$ cat src/rtl/key_expansion_seq_if.sv
// rtl/key_expansion_seq_if.sv - control and round-key stream bundle for the AES-128 key schedule
interface key_expansion_seq_if;
  logic              start;
  logic [127:0]      key;
  logic              rk_ready;
  logic              rk_valid;
  logic [3:0]        rk_round;
  logic [3:0][31:0]  rk;
  logic              busy;
  logic              done;

  // master: the key schedule producing round keys; slave: the round controller
  modport master (
    input  start, key, rk_ready,
    output rk_valid, rk_round, rk, busy, done
  );

  modport slave (
    output start, key, rk_ready,
    input  rk_valid, rk_round, rk, busy, done
  );
endinterface

$ cat src/rtl/key_expansion_seq.sv
// rtl/key_expansion_seq.sv - word-serial AES-128 key schedule presenting round keys 0..10
module aes_sbox (
  input  logic [7:0] in_i,
  output logic [7:0] out_o
);
  function automatic logic [7:0] gf_mul(input logic [7:0] a, input logic [7:0] b);
    logic [7:0] p;
    logic [7:0] aa;
    p  = 8'h00;
    aa = a;
    for (int i = 0; i < 8; i++) begin
      if (b[i]) p = p ^ aa;
      aa = {aa[6:0], 1'b0} ^ (aa[7] ? 8'h1b : 8'h00);
    end
    return p;
  endfunction

  logic [7:0] sq;
  logic [7:0] inv;

  // Multiplicative inverse as x^254 = x^2 * x^4 * ... * x^128 (0 maps to 0)
  always_comb begin
    sq  = in_i;
    inv = 8'h01;
    for (int k = 1; k < 8; k++) begin
      sq  = gf_mul(sq, sq);
      inv = gf_mul(inv, sq);
    end
    out_o = inv ^ {inv[6:0], inv[7]} ^ {inv[5:0], inv[7:6]}
                ^ {inv[4:0], inv[7:5]} ^ {inv[3:0], inv[7:4]} ^ 8'h63;
  end
endmodule

module key_expansion_seq #(
  parameter int NR = 10
) (
  input  logic                 clk,
  input  logic                 reset_n,
  key_expansion_seq_if.master  bus
);
  typedef enum logic [1:0] {IDLE, PRESENT, EXPAND} state_t;

  state_t           state_q, state_d;
  logic [3:0][31:0] w_q, w_d;
  logic [3:0]       round_q, round_d;
  logic [1:0]       j_q, j_d;
  logic             done_q, done_d;
  logic [31:0]      rot_w3;
  logic [31:0]      sub_w3;
  logic [7:0]       rcon;

  assign rot_w3 = {w_q[3][23:0], w_q[3][31:24]};

  for (genvar b = 0; b < 4; b++) begin : g_sbox
    aes_sbox u_sbox (.in_i(rot_w3[8*b +: 8]), .out_o(sub_w3[8*b +: 8]));
  end

  // Rcon for the round being built, i.e. Rcon[round_q + 1]
  always_comb begin
    case (round_q)
      4'd0:    rcon = 8'h01;
      4'd1:    rcon = 8'h02;
      4'd2:    rcon = 8'h04;
      4'd3:    rcon = 8'h08;
      4'd4:    rcon = 8'h10;
      4'd5:    rcon = 8'h20;
      4'd6:    rcon = 8'h40;
      4'd7:    rcon = 8'h80;
      4'd8:    rcon = 8'h1b;
      4'd9:    rcon = 8'h36;
      default: rcon = 8'h00;
    endcase
  end

  always_comb begin
    state_d = state_q;
    w_d     = w_q;
    round_d = round_q;
    j_d     = j_q;
    done_d  = 1'b0;
    case (state_q)
      IDLE: begin
        if (bus.start) begin
          w_d[0]  = bus.key[127:96];
          w_d[1]  = bus.key[95:64];
          w_d[2]  = bus.key[63:32];
          w_d[3]  = bus.key[31:0];
          round_d = 4'd0;
          j_d     = 2'd0;
          state_d = PRESENT;
        end
      end
      PRESENT: begin
        if (bus.rk_ready) begin
          if (round_q == 4'(NR)) begin
            state_d = IDLE;
            done_d  = 1'b1;
          end else begin
            state_d = EXPAND;
            j_d     = 2'd0;
          end
        end
      end
      EXPAND: begin
        // Words update in place; j=0 still sees the previous round's w[3]
        if (j_q == 2'd0) w_d[0] = w_q[0] ^ sub_w3 ^ {rcon, 24'h000000};
        else             w_d[j_q] = w_q[j_q] ^ w_q[j_q - 2'd1];
        j_d = j_q + 2'd1;
        if (j_q == 2'd3) begin
          round_d = round_q + 4'd1;
          state_d = PRESENT;
        end
      end
      default: state_d = IDLE;
    endcase
  end

  always_ff @(posedge clk or negedge reset_n) begin
    if (!reset_n) begin
      state_q <= IDLE;
      w_q     <= '0;
      round_q <= 4'd0;
      j_q     <= 2'd0;
      done_q  <= 1'b0;
    end else begin
      state_q <= state_d;
      w_q     <= w_d;
      round_q <= round_d;
      j_q     <= j_d;
      done_q  <= done_d;
    end
  end

  assign bus.rk_valid = (state_q == PRESENT);
  assign bus.rk_round = round_q;
  assign bus.rk       = w_q;
  assign bus.busy     = (state_q != IDLE);
  assign bus.done     = done_q;
endmodule

$ cat src/flat_wrapper.sv
// flat-port wrapper written by rule: the top's interface ports become plain ports
module key_expansion_seq_flat 
#(
  parameter int NR = 10
)
  (clk, reset_n, bus_start, bus_key, bus_rk_ready, bus_rk_valid, bus_rk_round, bus_rk, bus_busy, bus_done);
  key_expansion_seq_if bus_i ();
  input  logic clk;
  input  logic reset_n;
  input wire logic [$bits(bus_i.start)-1:0] bus_start;
  input wire logic [$bits(bus_i.key)-1:0] bus_key;
  input wire logic [$bits(bus_i.rk_ready)-1:0] bus_rk_ready;
  output wire logic [$bits(bus_i.rk_valid)-1:0] bus_rk_valid;
  output wire logic [$bits(bus_i.rk_round)-1:0] bus_rk_round;
  output wire logic [$bits(bus_i.rk)-1:0] bus_rk;
  output wire logic [$bits(bus_i.busy)-1:0] bus_busy;
  output wire logic [$bits(bus_i.done)-1:0] bus_done;
  assign bus_i.start = bus_start;
  assign bus_i.key = bus_key;
  assign bus_i.rk_ready = bus_rk_ready;
  assign bus_rk_valid = bus_i.rk_valid;
  assign bus_rk_round = bus_i.rk_round;
  assign bus_rk = bus_i.rk;
  assign bus_busy = bus_i.busy;
  assign bus_done = bus_i.done;
  key_expansion_seq #(.NR(NR)) u_core (.clk(clk), .reset_n(reset_n), .bus(bus_i));
endmodule
$ cat config.mk
export PLATFORM = sky130hd
export DESIGN_NAME = key_expansion_seq_flat
export DESIGN_NICKNAME = d
export VERILOG_FILES = /design/src/rtl/key_expansion_seq_if.sv /design/src/rtl/key_expansion_seq.sv /design/src/flat_wrapper.sv
export SDC_FILE = /design/constraint.sdc
export NUM_CORES = 2
export LEC_CHECK = 0
export CAP_MARGIN = 10
export CORE_UTILIZATION = 59
export CTS_CLUSTER_DIAMETER = 120
export CTS_CLUSTER_SIZE = 10
export DETAILED_ROUTE_END_ITERATION = 6
export PLACE_DENSITY = 0.92
export SYNTH_ARGS = -nofsm -noshare
export SYNTH_HDL_FRONTEND = slang
export SYNTH_HIERARCHICAL = 1
export SYNTH_SLANG_ARGS = --single-unit
$ cat constraint.sdc
create_clock -name clk -period 14 [get_ports clk]
set_input_delay 2.8 -clock clk [delete_from_list [all_inputs] [get_ports clk]]
set_output_delay 2.8 -clock clk [all_outputs]
set_load 0.1 [all_outputs]
==> results.sh, run 1 <==
export IMPL_status="stopped before the end"
export IMPL_failing_step="5_1_grt"
export IMPL_toolErrorMsg="[ERROR GRT-0232] Routing congestion too high. Check the congestion heatmap in the GUI."
export IMPL_worst_ep_kind="register input"
export IMPL_async_flop_share_pct=100
export IMPL_port_buffers=266
export IMPL_die_height_um=346
export IMPL_worstEndpointGrtRepair="u_core/bus.rk[9]$_DFFE_PN0P_/D"
export IMPL_ys_warn_count=6
export IMPL_grt_max_degree=77
export IMPL_synth_edff_count=0
export IMPL_avgSynthCellArea_um2=8.07
export IMPL_cts_buffers=17
export IMPL_dp_hpwl_mm=178
export IMPL_ys_seq_elements=137
export IMPL_rows=125
export IMPL_yosysSeqAreaShare_pct=4.90
export IMPL_synth_distinct_cells=122
export IMPL_syn_cell_area_um2=69900
export IMPL_initial_core_util_pct=59.9
export IMPL_synth_flop_cell="dfrtp_1"
export IMPL_syn_inst=8670
export IMPL_hold_buffers=0
export IMPL_htree_levels=4
export IMPL_cts_sinks=137
export IMPL_grt_usage_pct=85.9
export IMPL_grt_remaining_overflow=4056
export IMPL_gp_congestion=1.06
export IMPL_cts_path_max_buffers=2
export IMPL_synth_nets=8840
export IMPL_die_w_um=346
export IMPL_clock_root_buffer="clkbuf_16"
export IMPL_ioPinCount=267
[cells in the mapped netlist (all sizes together), types with 21 or more instances]
| cell | number | area share [%] |
|---|---|---|
| a211o | 28 | 0.35 |
| a211oi | 60 | 0.64 |
| a21o | 29 | 0.31 |
| a21oi | 319 | 2.4 |
| a22oi | 77 | 0.88 |
| a31oi | 165 | 1.5 |
| a32oi | 40 | 0.50 |
| and2 | 64 | 0.59 |
| and3 | 32 | 0.31 |
| buf | 289 | 2.6 |
| clkbuf | 322 | 2.0 |
| dfrtp | 137 | 4.9 |
| ha | 38 | 0.68 |
| inv | 83 | 0.45 |
| mux2 | 53 | 0.85 |
| mux2i | 242 | 3.6 |
| mux4 | 64 | 2.2 |
| nand2 | 957 | 5.2 |
| nand2b | 99 | 0.89 |
| nand3 | 209 | 1.5 |
| nand4 | 57 | 0.51 |
| nor2 | 1207 | 6.6 |
| nor2b | 86 | 0.78 |
| nor3 | 225 | 1.7 |
| nor4 | 56 | 0.57 |
| o211ai | 72 | 0.80 |
| o21a | 41 | 0.44 |
| o21ai | 404 | 3.0 |
| o221ai | 21 | 0.26 |
| o22ai | 113 | 1.0 |
| o31ai | 49 | 0.53 |
| o32ai | 24 | 0.34 |
| or2 | 29 | 0.26 |
| or3 | 44 | 0.39 |
| or4 | 24 | 0.26 |
| xnor2 | 1615 | 23 |
| xnor3 | 400 | 13 |
| xor2 | 459 | 7.0 |
| xor3 | 60 | 2.1 |
[metrics by stage]
stage	worst slack, ps	instances	cell area, um2
after floorplan	1.98	8670	70800
after global placement	-449	10500	77200
after detailed placement	-798	10500	77200
after CTS	-12.1	10600	80900
[logic make-up after synthesis]
family / synth area share, %
buf+inv: 5.10
xor+xnor: 45.3
flops: 4.90
fa+ha+maj: 0.737
compound gates: 16.9
mux: 6.63
simple gates: 20.4
[metal layers]
metal | GRT overflow | track usage [%]
met4 | 1142 | 89.3
met3 | 412 | 80.7
met1 | 324 | 81.2
met2 | 2147 | 95.3
met5 | 31 | 72.9
[timing repair]
item | CTS
pin swaps | 119
resized for setup | 331
setup endpoints to repair | 32
buffers inserted | 132
endpoints found under the hold margin | 0
==> run 2: changes to the inputs <==
--- a/config.mk
+++ b/config.mk
@@ -6,11 +6,9 @@
 export NUM_CORES = 2
 export LEC_CHECK = 0
 export CAP_MARGIN = 10
-export CORE_UTILIZATION = 59
-export CTS_CLUSTER_DIAMETER = 120
-export CTS_CLUSTER_SIZE = 10
+export CORE_UTILIZATION = 40
 export DETAILED_ROUTE_END_ITERATION = 6
-export PLACE_DENSITY = 0.92
+export PLACE_DENSITY_LB_ADDON = 0.15
 export SYNTH_ARGS = -nofsm -noshare
 export SYNTH_HDL_FRONTEND = slang
 export SYNTH_HIERARCHICAL = 1
==> constraint.sdc (replaced) <==
create_clock -name clk -period 18.2 [get_ports clk]
set_input_delay 3.64 -clock clk [delete_from_list [all_inputs] [get_ports clk]]
set_output_delay 3.64 -clock clk [all_outputs]
set_load 0.1 [all_outputs]
==> run 2 against run 1 <==
The run now ends clean. Synthesized cell count unchanged. Area after synthesis is the same.
==> results.sh, run 2 <==
export IMPL_cp_start_kind="flip-flop"
export IMPL_synth_top_area_share_pct=17.5
export IMPL_cts_sinks=137
export IMPL_setup_viol=0
export IMPL_worst_pin_slew_ps=1240
export IMPL_r2r_end="u_core/bus.rk[8]"
export IMPL_crit_required_ps=18580
export IMPL_viasPerCell=5.83
export IMPL_drive_above_1_share_pct=12.4
export IMPL_path_max_fanout=23
export IMPL_crit_path_frequent_cell="xnor3_1"
export IMPL_rr_worst_depth=53
export IMPL_tns_ps=0
export IMPL_slew_violations=0
export IMPL_grt_remaining_overflow=0
export IMPL_hold_buffers=0
export IMPL_drtIter0Drc=5512
export IMPL_slew_headroom_pct=17.4
export IMPL_async_flop_share_pct=100
export IMPL_clk_pin_slew_ps=70
export IMPL_die_height_um=420
export IMPL_cts_path_max_buffers=2
export IMPL_hold_path_startpoint="u_core/bus.rk[8]"
export IMPL_synth_distinct_cells=122
export IMPL_synth_flop_cell="dfrtp_1"
export IMPL_largest_reg_flops=128
export IMPL_post_cts_resized=0
export IMPL_syn_inst=8670
export IMPL_slowest_stage="xnor3_2"
export IMPL_cp_slowest_stage_delay_ps=700
export IMPL_drt_pre_antenna_iters=6
export IMPL_ys_seq_elements=137
export IMPL_antenna_found_initial=7
export IMPL_grt_pass1_wl_mm=377
export IMPL_post_synth_top_count_cell="xnor2_1"
export IMPL_rows=153
export IMPL_layout_common_cells="1340 x xnor2_1, 1176 x nor2_1, 950 x nand2_1"
export IMPL_fmax_ghz=0.0582
export IMPL_core_region_area_um2=174000
export IMPL_drc=0
export IMPL_layout_commonest_cell="xnor2_1"
export IMPL_via_count=64100
export IMPL_port_buffers=266
export IMPL_clock_root_buffer="clkbuf_16"
export IMPL_num_fill_cells=17500
export IMPL_final_antenna_net_count=0
export IMPL_wl_mm=245
export IMPL_arrival_ps=17560
export IMPL_fin_nets=8809
export IMPL_synthTopCellsByCount="1395 x xnor2_1, 1183 x nor2_1, 953 x nand2_1, 368 x xor2_1, 356 x xnor3_1"
export IMPL_finalCritPeriodShare_pct=94.4
export IMPL_r2r_start="u_core/bus.rk[96]"
export IMPL_status="complete, no violations"
export IMPL_dp_hpwl_mm=182
export IMPL_cts_tree="built"
export IMPL_fin_skew_ps=26.2
export IMPL_ioPinCount=267
export IMPL_die_w_um=420
export IMPL_ys_warn_count=6
export IMPL_cap_violations=0
export IMPL_r2r_setup_slack_ps=1010
export IMPL_wl_per_cell_um=22.3
export IMPL_grt_pass1_vias=61200
export IMPL_grt_usage_pct=27.0
export IMPL_clock_latency_ps=530
export IMPL_end_kind="flip-flop"
export IMPL_post_cts_setup_buffer_count=0
export IMPL_crit_type="flip-flop to flip-flop"
export IMPL_hold_viol=0
export IMPL_rsz0062_at_grt="false"
export IMPL_finalCriticalPeriod_ps=17190
export IMPL_synth_area_leaders="xnor2_1 17%, xnor3_1 11%, nor2_1 6.3%, nand2_1 5.1%, dfrtp_1 4.9%"
export IMPL_dp_cells=10900
export IMPL_synth_nets=8840
export IMPL_hp_class="flip-flop to flip-flop"
export IMPL_yosysTopAreaCell="xnor2_1"
export IMPL_final_cells=11000
export IMPL_syn_to_final_growth_pct=8.35
export IMPL_die_area_um2=177000
export IMPL_holdWs_ps=573
export IMPL_synth_edff_count=0
export IMPL_syn_cell_area_um2=69900
export IMPL_gp_congestion=0.944
export IMPL_initial_core_util_pct=40.2
export IMPL_cts_buffers=17
export IMPL_htree_levels=4
export IMPL_yosysSeqAreaShare_pct=4.90
export IMPL_avgSynthCellArea_um2=8.07
export IMPL_min_to="u_core/bus.rk[8]"
export IMPL_whs_path_depth=1
export IMPL_grt_max_degree=73
[run 2: worst max-delay path, delay by kind of cell (launching register included)]
kind	cells	cell delay [ps]
xor gates and xnor gates	27	10060
DFF	1	560
adders and majority gates	3	1600
and+or+nand+nor	12	2270
AOI/OAI and AO/OA	7	1270
buffers and inverters	4	1250
[run 2: metrics by stage]
step	worst slack, ps	area (um2)	util [%]
after global placement	827	75100	43.2
after floorplan	2470	69900	-
after detailed placement	540	75100	43.2
after CTS	392	75700	43.5
final	1010	75800	43.6
after global routing	18.4	75800	43.6
[run 2: logic make-up after synthesis]
| logic type | Yosys count | synth area share (%) |
|---|---|---|
| adder cells (fa/ha/maj) | 42 | 0.737 |
| AND/OR/NAND/NOR | 3164 | 20.4 |
| flip-flops | 137 | 4.90 |
| multiplexers | 359 | 6.63 |
| buffers and inverters | 706 | 5.10 |
| XOR/XNOR | 2534 | 45.3 |
| AO/OA/AOI/OAI | 1728 | 16.9 |
[run 2: routing by layer]
layer	GRT usage, %	vias to the layer above	wire length [um]
met5	0	-	0
met4	13.7	0	12800
met3	1.86	347	12100
met2	45.3	2180	117000
met1	34.9	31300	103000
li1	-	30300	-
[run 2: area by class of cell]
type / instances / area (um2) / share of cell area [%]
Clock buffer: 18 / 439 / 0.580
Timing Repair Buffer: 565 / 4900 / 6.47
Multi-Input combinational cell: 7827 / 63600 / 83.9
Antenna cell: 7 / 17.5 / 0.0231
Inverter: 91 / 348 / 0.459
Clock inverter: 14 / 155 / 0.205
Sequential cell: 137 / 3430 / 4.53
Tap cell: 2325 / 2910 / 3.84
[run 2: worst max-delay path by stage]
| stage | from | endpoint | slack [ps] | cells after the start |
|---|---|---|---|---|
| after global placement | u_core/bus.rk[96] | u_core/bus.rk[8] | 830 | 53 |
| after global routing | u_core/bus.rk[122] | u_core/bus.rk[0] | 20 | 50 |
| final | u_core/bus.rk[96] | u_core/bus.rk[8] | 1010 | 53 |
| after CTS | u_core/bus.rk[96] | u_core/bus.rk[8] | 390 | 53 |
| after floorplan | u_core/bus.rk[119] | u_core/bus.rk[25] | 2470 | 59 |
| after detailed placement | u_core/bus.rk[96] | u_core/bus.rk[8] | 540 | 53 |
Power of run 2 is left out: the tool's default activity adds up to more than one toggle a clock period on the data nets, which glitch-free logic cannot reach.
